**config.mk**
```make
export PLATFORM = sky130hd
export DESIGN_NAME = crp16_rf_writeback_arbiter
export DESIGN_NICKNAME = d
export VERILOG_FILES = /design/src/rtl/crp16_rf_writeback_arbiter.sv
export SDC_FILE = /design/constraint.sdc
export NUM_CORES = 1
export LEC_CHECK = 0
export BUFFER_PORTS_ARGS = -buffer_cell sky130_fd_sc_hd__buf_2
export CORE_UTILIZATION = 40
export CTS_CLUSTER_DIAMETER = 150
export CTS_CLUSTER_SIZE = 40
export DETAILED_ROUTE_END_ITERATION = 16
export GPL_TIMING_DRIVEN = 0
export PLACE_DENSITY = 0.89
export SLEW_MARGIN = 20
export SYNTH_ARGS = -nofsm -noshare
export SYNTH_HDL_FRONTEND = slang
export SYNTH_SLANG_ARGS = --single-unit
```
**constraint.sdc**
```tcl
create_clock -name clock -period 2.5 [get_ports clock]
set_input_delay 0.375 -clock clock [delete_from_list [all_inputs] [get_ports clock]]
set_output_delay 0.375 -clock clock [all_outputs]
set_load 0.02 [all_outputs]
```
**src/rtl/crp16_rf_writeback_arbiter.sv**
```systemverilog
// CRP16 register-file writeback arbiter: round-robin over ALU/load/CSR.
// Optional busy scoreboard enabled by CRP16_RF_WB_SCOREBOARD_EN.
module crp16_rf_writeback_arbiter #(
  parameter int DATA_WIDTH = 16,
  parameter int SEL_WIDTH  = 3,
  parameter int NUM_REQ    = 3
) (
  input  logic                            clock,
  input  logic                            reset,
  input  logic [NUM_REQ-1:0]              req_valid,
  input  logic [NUM_REQ*SEL_WIDTH-1:0]    req_sel,
  input  logic [NUM_REQ*DATA_WIDTH-1:0]   req_val,
  output logic [NUM_REQ-1:0]              req_ready,
  output logic                            rf_write,
  output logic [SEL_WIDTH-1:0]            rf_write_sel,
  output logic [DATA_WIDTH-1:0]           rf_write_val,
  input  logic                            rsv_valid,
  input  logic [SEL_WIDTH-1:0]            rsv_sel,
  output logic [(1<<SEL_WIDTH)-1:0]       busy
);

  logic [1:0]            ptr;
  logic [1:0]            gidx;
  logic                  hit;
  logic [SEL_WIDTH-1:0]  sel_a [NUM_REQ];
  logic [DATA_WIDTH-1:0] val_a [NUM_REQ];

  always_comb begin
    for (int i = 0; i < NUM_REQ; i++) begin
      sel_a[i] = req_sel[i*SEL_WIDTH +: SEL_WIDTH];
      val_a[i] = req_val[i*DATA_WIDTH +: DATA_WIDTH];
    end
  end

  // Search order starts at ptr and wraps over the three requesters.
  always_comb begin
    gidx = 2'd0;
    hit  = !reset && (|req_valid);
    unique case (ptr)
      2'd1: gidx = req_valid[1] ? 2'd1 :
                   req_valid[2] ? 2'd2 : 2'd0;
      2'd2: gidx = req_valid[2] ? 2'd2 :
                   req_valid[0] ? 2'd0 : 2'd1;
      default: gidx = req_valid[0] ? 2'd0 :
                      req_valid[1] ? 2'd1 : 2'd2;
    endcase
  end

  always_comb begin
    req_ready = '0;
    if (hit) req_ready[gidx] = 1'b1;
  end

  always_ff @(posedge clock) begin
    if (reset) begin
      ptr          <= 2'd0;
      rf_write     <= 1'b0;
      rf_write_sel <= '0;
      rf_write_val <= '0;
    end else if (hit) begin
      ptr          <= (gidx == 2'd2) ? 2'd0 : gidx + 2'd1;
      rf_write     <= 1'b1;
      rf_write_sel <= sel_a[gidx];
      rf_write_val <= val_a[gidx];
    end else begin
      rf_write     <= 1'b0;
    end
  end

`ifdef CRP16_RF_WB_SCOREBOARD_EN
  logic [(1<<SEL_WIDTH)-1:0] busy_q;
  logic [(1<<SEL_WIDTH)-1:0] busy_d;

  // Clear first so a same-index reservation wins.
  always_comb begin
    busy_d = busy_q;
    if (rf_write)  busy_d[rf_write_sel] = 1'b0;
    if (rsv_valid) busy_d[rsv_sel]      = 1'b1;
  end

  always_ff @(posedge clock) begin
    if (reset) busy_q <= '0;
    else       busy_q <= busy_d;
  end

  assign busy = busy_q;
`else
  logic unused_rsv;
  assign unused_rsv = ^{rsv_valid, rsv_sel};
  assign busy = '0;
`endif

endmodule
```
==> flow_summary.json <==
{
  "grt_start_max_net_pins": 13,
  "grt_pass1_vias": 1278,
  "area_delta_synth_final_pct": 43.3,
  "design_area_um2": 1820,
  "internal-power_mw": 0.630,
  "startpoint": "ptr[0]",
  "cts_tree": "yes",
  "worst_setup_path_start_kind": "flip-flop",
  "critical_path_arrival_ps": 2040,
  "dp.cells": 282,
  "grt_pass1_wl_um": 5490,
  "grt_usage": 0.202,
  "placed_area_um2": 1770,
  "crit_slowest_cell": "or4b_4",
  "crit_fanout": 8,
  "power_mw": 0.997,
  "hold_class": "in2reg",
  "ctsHtreeMaxLevel": 1,
  "required_ps": 2120,
  "via_per_inst": 4.94,
  "relSlewSlack": 0.562,
  "pwr-share-comb": 0.419,
  "switching_power_mw": 0.366,
  "cts_buffers": 3,
  "utilization": 0.602,
  "switching_share": 0.368,
  "crit_end": "req_ready[1]",
  "initial_utilization": 0.420,
  "io_pins": 97,
  "maxSlewViolCount": 0,
  "clkSinkCount": 22,
  "critical_path_class": "reg2out",
  "routed_wl_um": 3510,
  "drt-initial-drc-count": 51,
  "vias": 1409,
  "ys_seq_area_frac": 0.346,
  "setup_tns_ps": 0,
  "ctsHoldBuffers": 0,
  "place_ws_ps": 231,
  "fillers": 277,
  "stdcell_count": 285,
  "r2r_end": "rf_write_val[9]",
  "clk_pin_slew_ps": 120,
  "crit-reg2reg-launch": "ptr[0]",
  "layout_commonest_cell": "buf_2",
  "end_kind": "output pin",
  "drtPass1Iterations": 4,
  "num_rows": 20,
  "ant_nets": 0,
  "diodes": 0,
  "r2r_slack_ps": 270,
  "pwr-share-seq": 0.423,
  "fin_ws_ps": 82.8,
  "critical-path-max-stage-delay_ps": 520,
  "grt_overflow": 0,
  "yosysWarningCount": 0,
  "setup_viol": 0,
  "wl_per_cell_um": 12.3,
  "pwr_density_cell_nw_per_um2": 547,
  "reg2reg_depth": 7,
  "synth_top_area_cell": "dfxtp_1",
  "ys_ff_latch": 22,
  "dieArea_um2": 3410,
  "avgSynthCellArea_um2": 8.60,
  "syn-cell-area_um2": 1270,
  "layout_common_cells": "buf_2 (84), nand3_1 (21), dfxtp_1 (21)",
  "ys_types": 27,
  "clk_latency_ps": 290,
  "fp.dieH_um": 58.4,
  "port_buffers": 83,
  "synth_top_area_frac": 0.346,
  "synth.area.top_cells": "dfxtp_1 (35%), a211oi_2 (12%), nand3_1 (8.3%)",
  "fin_hold_ws_ps": 288,
  "hold_viol": 0,
  "leakagePower_nw": 0.879,
  "tightest_slew_ps": 657,
  "ys.flop_type": "dfxtp_1",
  "outcome": "complete, no violations",
  "core_um2": 3030,
  "clockBufferDepth": 2,
  "hpwlAfterDp_um": 2600,
  "gp_congestion": 0.781,
  "ir_drop_v": 0.000263,
  "synthArstFlopShare": 0,
  "finalClockSkew_ps": 2.16,
  "synth-edff-count": 0,
  "min_period_over_period": 0.967,
  "fp.dieW_um": 58.4,
  "clockRootBuffer": "clkbuf_4",
  "max_freq_mhz": 414,
  "antenna_found_initial": 0,
  "syn_inst": 148,
  "fin_crit_ps": 2420,
  "drv_cap": 0,
  "drive_above_1_share": 0.485,
  "path_cells": "inv_1 > ha_2 > or4b_4 > o221ai_4 > buf_6 > and2_1 > buf_2",
  "clockPowerShare": 0.158,
  "drc": 0,
  "finalNetCount": 311
}
per-layer routing:
layer  track usage  part of all wire
met1         0.252              0.43
met2         0.361              0.53
met3        0.0264             0.041
met4        0.0612            0.0054
met5             0                 0
logic make-up (layout without fill, tap and decap cells):
group                    after synthesis  in the layout  synth area share
AO/OA/AOI/OAI                         50             50             0.325
adder cells (fa/ha/maj)                2              2            0.0197
buffers and inverters                 23            109             0.105
flip-flops                            22             22             0.346
other                                  1              8           0.00295
AND/OR/NAND/NOR                       50             50             0.201
area by class of cell:
type	count	area (um^2)	share of cell area
buffer	20	125	0.0686
clock buffer	3	22.5	0.0124
inverter	2	7.51	0.00412
multi-input combinational	110	748	0.410
sequential	22	442	0.242
tap	44	55.1	0.0302
timing repair buffer	84	423	0.232
state kept, by name (all words and copies together) (netlist names):
signal	cells
rf_write	1
rf_write_val	16
ptr	2
rf_write_sel	3
power groups by stage:
stage | registers, mW | clock network, mW | logic, mW
global route | 0.428 | 0.181 | 0.454
global placement | 0.428 | 0 | 0.397
floorplan | 0.483 | 0 | 0.213
detailed placement | 0.428 | 0 | 0.405
CTS | 0.421 | 0.162 | 0.410
finish | 0.421 | 0.158 | 0.417
worst max-delay path: cells and delay by family, from the launching register on:
family	cells	cell delay (ps)
and+or+nand+nor	2	630
buffers and inverters	3	330
AOI/OAI and AO/OA	1	100
adders and majority gates	1	330
DFF	1	350
cell usage after synthesis (all sizes together), types with 2 or more instances:
library cell	n
nor4bb	2
ha	2
nand3	21
clkbuf	9
inv	2
a22oi	12
a211oi	13
dfxtp	22
and2	4
nand2	3
a32oi	7
buf	12
a21oi	13
nor2	16
how the worst min path moves through the flow:
| stage | startpoint | endpoint | slack [ps] | depth (start not counted) |
|---|---|---|---|---|
| after floorplan | ptr[0] | ptr[0] | 450 | 2 |
| after global placement | rf_write_sel[0] | rf_write_sel[0] | 460 | 2 |
| after detailed placement | rf_write_val[14] | rf_write_val[14] | 460 | 2 |
| after CTS | req_sel[4] | rf_write_sel[1] | 280 | 3 |
| after global routing | req_sel[4] | rf_write_sel[1] | 280 | 3 |
| final | req_sel[4] | rf_write_sel[1] | 290 | 3 |
timing repair:
| action | in CTS | in global routing |
|---|---|---|
| endpoints found under the setup margin | 2 | 3 |
| hold endpoints to repair | 0 | 0 |
| buffers inserted | 1 | 0 |
| resized for setup | 2 | 5 |
(Power assumes the default switching activity.)
